[src/rtl/modport_dpram.sv]
// Simple dual-port register-file RAM: one write port, one read port, single clock.
// Registered read data with write-first behaviour when both ports hit the same word.
module modport_dpram #(
    parameter int DATA_WIDTH = 8,
    parameter int ADDR_WIDTH = 5,
    parameter int DEPTH      = 32
) (
    input  logic                  clk,
    input  logic                  rst,
    input  logic                  wr_en,
    input  logic [ADDR_WIDTH-1:0] wr_addr,
    input  logic [DATA_WIDTH-1:0] w_data,
    input  logic                  rd_en,
    input  logic [ADDR_WIDTH-1:0] rd_addr,
    output logic [DATA_WIDTH-1:0] r_data
);

    // There is no handshake: the driver may present one write and one read on
    // every rising edge and both are always accepted; r_data is valid the cycle
    // after the edge that sampled rd_en and holds until the next read or reset.

    logic [DATA_WIDTH-1:0] mem_q [DEPTH];
    logic [DATA_WIDTH-1:0] r_data_q;
    logic [DATA_WIDTH-1:0] r_data_d;
    logic                  collide;

    assign collide = wr_en && rd_en && (wr_addr == rd_addr);

    // Write-first: a colliding read returns the word being written this edge.
    always_comb begin
        r_data_d = r_data_q;
        if (rd_en) begin
            r_data_d = collide ? w_data : mem_q[rd_addr];
        end
    end

    always_ff @(posedge clk or negedge rst) begin
        if (!rst) begin
            for (int i = 0; i < DEPTH; i++) begin
                mem_q[i] <= '0;
            end
        end else if (wr_en) begin
            mem_q[wr_addr] <= w_data;
        end
    end

    always_ff @(posedge clk or negedge rst) begin
        if (!rst) begin
            r_data_q <= '0;
        end else begin
            r_data_q <= r_data_d;
        end
    end

    assign r_data = r_data_q;

endmodule

[config.mk]
export PLATFORM = sky130hd
export DESIGN_NAME = modport_dpram
export DESIGN_NICKNAME = d
export VERILOG_FILES = /design/src/rtl/modport_dpram.sv
export SDC_FILE = /design/constraint.sdc
export NUM_CORES = 1
export LEC_CHECK = 0
export CAP_MARGIN = 20
export CORE_AREA = 2 2 141 143
export CTS_CLUSTER_DIAMETER = 80
export CTS_CLUSTER_SIZE = 16
export DETAILED_ROUTE_END_ITERATION = 10
export DIE_AREA = 0 0 143 145
export PLACE_DENSITY = 0.82
export SYNTH_ARGS = -nofsm -noshare
export SYNTH_HDL_FRONTEND = slang
export SYNTH_SLANG_ARGS = --single-unit
[constraint.sdc]
create_clock -name clk -period 5.7 [get_ports clk]
set_input_delay 1.14 -clock clk [delete_from_list [all_inputs] [get_ports clk]]
set_output_delay 1.14 -clock clk [all_outputs]
set_load 0.02 [all_outputs]
==> flow_summary.yaml, run 1 <==
synth:
  synthArstFlopShare_pct: 100
  post-synth-top-area-cell: "dfrtp_1"
  yosysSeqAreaShare_pct: 53.6
  syn_area_mm2: 0.0123
  synthTopCellsByArea: "dfrtp_1 (54%), mux2_2 (24%), mux4_2 (6.2%), mux2i_1 (5.4%), clkbuf_1 (1.3%)"
  synth-seq-cells: 264
  synth_top_area_share_pct: 53.6
  synth_cell_type_count: 43
  syn_inst: 858
  synth_most_common_cell: "dfrtp_1"
  yosys_warnings: 0
  synth_edf_count: 0
  syn-num-nets: 880
  synth_ff_type: "dfrtp_1"
  synthTopCellsByCount: "dfrtp_1 (264), mux2_2 (258), mux2i_1 (66), clkbuf_1 (42), mux4_2 (34)"
  postSynthAreaPerCell_um2: 14.4
clock_tree:
  cts-htree-levels: 1
  cts_buffer_depth: 3
  cts.sinks: 264
  cts-root-buf: "clkbuf_16"
  post-cts-setup-buffers: 0
  clk_latency_ps: 510
  ctsResizeCount: 0
  cts_tree: "built"
  path_clk_slew_ps: 70
  numCtsBuffers: 20
  ctsHoldBuffers: 0
die:
  die_h_um: 145
  start_util_pct: 64.2
  pin_count: 30
  rows: 51
  core_area_mm2: 0.0192
  die_area_mm2: 0.0207
  fp.dieW_um: 143
final_layout:
  drive_gt1_share_pct: 39.9
  diodes: 0
  nNetsFinal: 890
  final_area_mm2: 0.0133
  num-fill-cells: 1322
  instances_no_fill: 1133
  syn_to_final_growth_pct: 8.15
routing:
  wl_per_cell_um: 25.4
  drtIter0Drc: 606
  vias: 7605
  antenna_left: 0
  wirelength_mm: 28.8
  route.detailed.drc: 0
  viasPerCell: 6.71
  drt-pass1-iter-count: 5
setup_path:
  path_class: "in2reg"
  start_kind: "input port"
  required_ps: 6100
  cp_data_arrival_time_ps: 3790
  crit_fanout: 26
  end_kind: "flip-flop"
sta:
  report.final.slew_viol_count: 0
  period_share_pct: 59.5
  fin_setup_tns_ps: 0
  rsz0062_at_grt: "no"
  fmax_mhz: 295
  setup_viol: 0
  tightest_slew_ps: 1060
  hold_violations: 0
  fin_crit_ps: 3390
  slew_headroom_pct: 29.3
  clock_skew_ps: 15.7
placement:
  hpwl_mm: 19.2
  io_buffers: 29
  gp_congestion: 0.943
  dpl.cell_count: 1111
  placedInstanceArea_mm2: 0.0128
global_routing:
  grt_pass1_wl_mm: 45.5
  grt_start_max_net_pins: 126
  track_usage_pct: 28.8
  grt_pass1_vias: 8026
  grt_overflow: 0
  grt_antenna_before_repair: 1
run_status:
  status: "completed"
power:
  peakVddDrop_v: 0.000239
  leakage_nw: 6.01
  p_per_area_mw_per_mm2: 341
run:
  max_cap_viol_count: 0
min_path:
  hold_class: "reg2reg"
metal layers:
metal  global-route usage [%]  routed length [um]  vias to the layer above
li1                         -                   -                     3189
met1                     39.4               11700                     4027
met2                     46.2               14100                      291
met3                     4.62                1660                       98
met4                     12.1                1350                        0
met5                        0                   0                        -
report_power, final:
part	internal (W)	switching, W
clock network	0.000654	0.000620
logic	0.000469	0.000372
registers	0.00223	0.000198
total	0.00336	0.00119
cells by family after synthesis:
| logic type | share of synthesized area, % |
|---|---|
| simple gates | 4.78 |
| xor+xnor | 0.355 |
| flops | 53.6 |
| buf+inv | 2.33 |
| compound gates | 3.56 |
| mux | 35.4 |
per-stage QoR:
step	hold slack (ps)	setup slack (ps)	utilization (%)	power, W
after floorplan	471	2920	-	0.00299
final	502	2310	69.4	0.00455
after global routing	514	2180	69.4	0.00474
after detailed placement	490	1840	66.6	0.00330
after global placement	482	1860	66.6	0.00322
after CTS	506	2380	69.4	0.00457
layout make-up:
type                       count  area [um2]  share of cell area (%)
clock inverter                 1        8.76                  0.0657
sequential                   264        6610                    49.6
timing repair buffer          47         423                    3.17
inverter                       1        3.75                  0.0282
tap                          265         332                    2.49
clock buffer                  21         526                    3.94
multi-input combinational    534        5430                    40.7
critical path, stage by stage:
cell	delay [ps]
clkdlybuf4s50_1	1170
buf_4	360
mux4_2	320
nor2b_1	150
a211oi_1	240
nor3_1	80
a221o_1	310
flip-flops by register name (all words and copies together) (netlist names):
register / count
mem_q: 256
r_data: 8
layout by cell type (no fill, tap or decap), types with 5 or more instances in the layout:
cell | synthesis | layout
a211oi_1 | 6 | 6
a21oi_1 | 5 | 5
a221o_1 | 8 | 8
a221oi_1 | 5 | 5
a22oi_1 | 15 | 15
and3_1 | 9 | 9
buf_4 | 7 | 19
clkbuf_16 | 0 | 21
clkdlybuf4s50_1 | 0 | 26
dfrtp_1 | 264 | 264
mux2_2 | 258 | 258
mux2i_1 | 66 | 66
mux4_2 | 34 | 34
nand2_1 | 31 | 31
nand3_1 | 9 | 9
nor2_1 | 15 | 15
nor2_2 | 8 | 8
nor2b_1 | 14 | 14
nor3_1 | 7 | 7
path summary, 6_finish.rpt:
kind | slack (ps) | start | depth (start not counted) | to
max | 2310 | rd_addr[2] | 7 | r_data[4]$_DFFE_PN0P_
max in group asynchronous | 3560 | rst | 2 | mem_q[135]$_DFFE_PN0P_
min | 500 | mem_q[175]$_DFFE_PN0P_ | 1 | mem_q[175]$_DFFE_PN0P_
min in group asynchronous | 710 | rst | 1 | mem_q[129]$_DFFE_PN0P_
min reg2reg | 500 | mem_q[175]$_DFFE_PN0P_ | 1 | mem_q[175]$_DFFE_PN0P_
max reg2reg | 3740 | mem_q[160]$_DFFE_PN0P_ | 4 | r_data[0]$_DFFE_PN0P_
(Power assumes the default switching activity.)
==> run 2, diff against run 1 <==
CORE_AREA = 2 2 144 146   (was 2 2 141 143)
DIE_AREA = 0 0 146 148   (was 0 0 143 145)
PLACE_DENSITY = 0.79   (was 0.82)
clock period = 3.3 ns   (was 5.7 ns; I/O delays follow)
==> run 2 against run 1 <==
- cell count increased by 1.9%
- highest routed layer unchanged
- critical endpoint is now r_data[0]$_DFFE_PN0P_
- sequential power increased by 72%
- critical path type unchanged
- power increased by 73%
==> flow_summary.yaml, run 2 (synthesis results as in run 1) <==
routing:
  drt-pass1-iter-count: 4
  drtIter0Drc: 633
  wl_per_cell_um: 25.8
  route.detailed.drc: 0
  wirelength_mm: 29.8
  vias: 7589
  antenna_left: 0
  viasPerCell: 6.58
die:
  core_area_mm2: 0.0200
  die_h_um: 148
  die_area_mm2: 0.0216
  fp.dieW_um: 146
  pin_count: 30
  start_util_pct: 61.5
  rows: 52
power:
  p_per_area_mw_per_mm2: 582
  peakVddDrop_v: 0.000382
  p_switching_w: 0.00206
  leakage_nw: 6.12
  netSwitchingFraction_pct: 26.1
  p_clk_share_pct: 28.1
  power_w: 0.00787
  power_frac_comb_pct: 18.7
  p_int_w: 0.00581
  seqPwrFrac_pct: 53.2
setup_path:
  r2r_start: "mem_q[144]$_DFFE_PN0P_"
  endpoint: "r_data[0]$_DFFE_PN0P_"
  end_kind: "flip-flop"
  required_ps: 3680
  crit_start: "rd_addr[4]"
  r2r_slack_ps: 1350
  start_kind: "input port"
  crit_fanout: 10
  r2r_cells: 4
  cp_data_arrival_time_ps: 2900
  path_class: "in2reg"
  reg2reg_to: "r_data[0]$_DFFE_PN0P_"
clock_tree:
  numCtsBuffers: 20
  cts_tree: "built"
  cts_buffer_depth: 3
  cts-root-buf: "clkbuf_16"
  ctsResizeCount: 0
  cts.sinks: 264
  ctsHoldBuffers: 0
  post-cts-setup-buffers: 0
  clk_latency_ps: 500
  path_clk_slew_ps: 70
  cts-htree-levels: 1
run_status:
  status: "completed"
sta:
  fin_setup_tns_ps: 0
  report.final.slew_viol_count: 0
  rsz0062_at_grt: "no"
  period_share_pct: 76.4
  fmax_mhz: 397
  clock_skew_ps: 11.1
  setup_viol: 0
  hold_violations: 0
  whs_ps: 164
  slew_headroom_pct: 37.8
  fin_crit_ps: 2520
  tightest_slew_ps: 930
final_layout:
  syn_to_final_growth_pct: 9.79
  layout.cells.most_common: "dfrtp_1"
  multi_input_area_mm2: 0.00543
  diodes: 0
  regArea_mm2: 0.00661
  num-fill-cells: 1441
  largest_reg_flops: 256
  drive_gt1_share_pct: 41.0
  nNetsFinal: 906
  regMostFlops: "mem_q"
  layout_common_cells: "dfrtp_1 (264), mux2_2 (258), mux2i_1 (66)"
global_routing:
  met3_usage_pct: 4.51
  grt_overflow: 0
  grt_pass1_wl_mm: 47.3
  globalRoute.busiestLayer: "met2"
  grt_start_max_net_pins: 87
  grt_use_met2_pct: 48.3
  track_usage_pct: 28.5
  grt_antenna_before_repair: 0
  met1_usage_pct: 38.8
  grt_pass1_vias: 8197
run:
  max_cap_viol_count: 0
min_path:
  hold_class: "in2async"
placement:
  gp_congestion: 0.932
  hpwl_mm: 20.0
  io_buffers: 29
run 2: cell types whose count changed in the layout (fill, tap and decap cells not counted), sizes merged:
cell / previous run / this run
buf: 21 / 37
run 2: worst min-delay path by stage:
stage	from	to	slack, ps	cells past startpoint
4_1_cts	rst	mem_q[175]$_DFFE_PN0P_	180	1
3_5_place_dp	mem_q[218]$_DFFE_PN0P_	mem_q[218]$_DFFE_PN0P_	490	1
5_1_grt	rst	mem_q[161]$_DFFE_PN0P_	200	1
6_report	rst	mem_q[169]$_DFFE_PN0P_	160	1
3_3_place_gp	mem_q[216]$_DFFE_PN0P_	mem_q[216]$_DFFE_PN0P_	480	1
2_1_floorplan	rst	mem_q[0]$_DFFE_PN0P_	360	0
run 2: power groups by stage:
stage | registers (W) | logic (W) | clock network (W)
after floorplan | 0.00413 | 0.00104 | 0
after global placement | 0.00418 | 0.00140 | 0
after detailed placement | 0.00424 | 0.00146 | 0
after CTS | 0.00418 | 0.00147 | 0.00224
after global routing | 0.00426 | 0.00158 | 0.00239
final | 0.00419 | 0.00147 | 0.00221
run 2: final cells by class:
cell class,instances,area share (%)
well taps,270,2.50
repair buffers,63,4.57
multi-input cells,534,40.1
clock inverters,1,0.0647
flip-flops and latches,264,48.8
clock buffers,21,3.88
inverters,1,0.0277
run 2: worst max-delay path, stage by stage:
cell,delay (ps)
clkdlybuf4s50_1,770
xor2_1,290
nor4_1,360
a31o_2,350
a31oi_1,120
a221o_1,350
run 2: metrics by stage:
step | instance area, um2 | worst slack (ps) | std cells | util, %
after floorplan | 12300 | 999 | 858 | -
after global placement | 13000 | 440 | 1132 | 64.9
after detailed placement | 13000 | 377 | 1132 | 64.9
after CTS | 13500 | 888 | 1154 | 67.5
after global routing | 13500 | 793 | 1154 | 67.5
final | 13500 | 779 | 1154 | 67.5
run 2: metal layers:
layer | up-vias | routed length [um]
li1 | 3214 | -
met1 | 4027 | 12200
met2 | 293 | 15000
met3 | 55 | 1840
met4 | 0 | 816
met5 | - | 0
==> run 3, diff against run 2 <==
clock period = 2.48 ns   (was 3.3 ns; I/O delays follow)
==> run 3 against run 2 <==
- register-to-register slack worse by 780 ps
- worst setup slack got worse by 740 ps
- global-route usage rose by 0.68 points
- sequential share of layout area down 1.7 points
- clock skew fell by 2.4 ps
- hold slack better by 340 ps
- sequential power increased by 33%
- via count increased by 2.3%
- combinational power rose by 35%
- sequential cell count unchanged
- count of clock-buffer cells in the layout unchanged
- critical path type unchanged
- critical endpoint is now r_data[7]$_DFFE_PN0P_
==> flow_summary.yaml, run 3 (synthesis results as in run 1) <==
routing:
  antenna_left: 0
  wirelength_mm: 30.4
  drt-pass1-iter-count: 5
  wl_per_cell_um: 25.3
  viasPerCell: 6.45
  drtIter0Drc: 492
  vias: 7760
  route.detailed.drc: 0
sta:
  slew_headroom_pct: 42.9
  layout_setup_ws_ps: 42.8
  hold_violations: 0
  clock_skew_ps: 8.73
  whs_ps: 505
  report.final.slew_viol_count: 0
  fin_crit_ps: 2440
  rsz0062_at_grt: "no"
  tightest_slew_ps: 855
  setup_viol: 0
  fmax_mhz: 410
  period_share_pct: 98.3
die:
  fp.dieW_um: 146
  core_area_mm2: 0.0200
  die_h_um: 148
  rows: 52
  pin_count: 30
  start_util_pct: 61.5
  die_area_mm2: 0.0216
min_path:
  whs_path_depth: 1
  hold_class: "reg2reg"
  holdCritStartpoint: "mem_q[254]$_DFFE_PN0P_"
  hold_end: "mem_q[254]$_DFFE_PN0P_"
final_layout:
  regMostFlops: "mem_q"
  drive_gt1_share_pct: 44.0
  post-route-util_pct: 70.0
  layout.cells.most_common: "dfrtp_1"
  diodes: 0
  instances_no_fill: 1204
  layout_common_cells: "dfrtp_1 (264), mux2_2 (258), buf_4 (69)"
  largest_reg_flops: 256
  syn_to_final_growth_pct: 13.8
  nNetsFinal: 956
global_routing:
  grt_pass1_vias: 8322
  grt_overflow: 0
  track_usage_pct: 29.2
  grt_pass1_wl_mm: 48.2
  grt_start_max_net_pins: 77
  grt_antenna_before_repair: 0
clock_tree:
  cts_buffer_depth: 3
  post-cts-setup-buffers: 0
  cts_tree: "built"
  cts.sinks: 264
  clk_latency_ps: 500
  path_clk_slew_ps: 70
  cts-htree-levels: 1
  cts-root-buf: "clkbuf_16"
  numCtsBuffers: 20
placement:
  dpl.cell_count: 1181
  io_buffers: 29
  gp_congestion: 0.926
  dp_slack_ps: -381
  hpwl_mm: 21.3
setup_path:
  slowest_stage: "clkdlybuf4s50_1"
  worstPathCellList: "clkdlybuf4s50_1 -> xor2_1 -> nor4_1 -> a31o_2 -> nor3_1 -> a221o_1"
  crit_fanout: 8
  cp_data_arrival_time_ps: 2820
  required_ps: 2860
  end_kind: "flip-flop"
  start_kind: "input port"
  reg2reg_to: "r_data[0]$_DFFE_PN0P_"
  path_class: "in2reg"
  r2r_start: "mem_q[144]$_DFFE_PN0P_"
  r2r_slack_ps: 570
  max_stage_delay_ps: 680
  r2r_cells: 4
power:
  peakVddDrop_v: 0.000606
  leakage_nw: 6.39
  p_per_area_mw_per_mm2: 748
run_status:
  status: "completed"
run:
  max_cap_viol_count: 0
run 3: through the flow:
stage | area (um2) | TNS [ps] | power, W
after global placement | 13500 | -14550 | 0.00746
after floorplan | 12300 | 0 | 0.00688
after global routing | 14000 | 0 | 0.0110
after detailed placement | 13500 | -14050 | 0.00764
after CTS | 14000 | 0 | 0.0106
final | 14000 | 0 | 0.0105
run 3: cell type report:
cell class / instances / area [um2]
flip-flops and latches: 264 / 6610
fillers: 1381 / 6020
multi-input cells: 534 / 5430
repair buffers: 113 / 1110
clock buffers: 21 / 526
well taps: 270 / 338
clock inverters: 1 / 8.76
inverters: 1 / 3.75
run 3: layer usage:
metal  wire (um)  vias to the layer above  global-route usage (%)
li1            -                     3316                       -
met1       12600                     4164                    38.9
met2       15400                      215                    50.3
met3        1420                       65                    4.17
met4         957                        0                    9.47
met5           0                        -                       0
run 3: timing repair:
action / in CTS / in global routing
resized for setup: 0 / 0
hold endpoints to repair: 43 / 0
hold buffers: 1 / 0
run 3: where the power goes:
part | switching [W] | internal [W]
sequential | 0.000432 | 0.00513
combinational | 0.000850 | 0.00114
clock | 0.00142 | 0.00150
total | 0.00270 | 0.00778
run 3: worst max-delay path by stage:
stage	from	to	slack, ps	depth (start not counted)
after global placement	wr_addr[2]	mem_q[179]$_DFFE_PN0P_	-390	5
after CTS	wr_addr[4]	mem_q[161]$_DFFE_PN0P_	130	5
after global routing	rd_addr[4]	r_data[6]$_DFFE_PN0P_	40	6
after floorplan	rd_addr[0]	r_data[0]$_DFFE_PN0P_	340	5
final	rd_addr[4]	r_data[7]$_DFFE_PN0P_	40	6
after detailed placement	wr_addr[4]	mem_q[161]$_DFFE_PN0P_	-380	5
run 3: worst max-delay path: cells and delay by family:
kind            cells  cell delay (ps)
buf+inv             1              680
xor+xnor            1              260
simple gates        2              650
compound gates      2              740
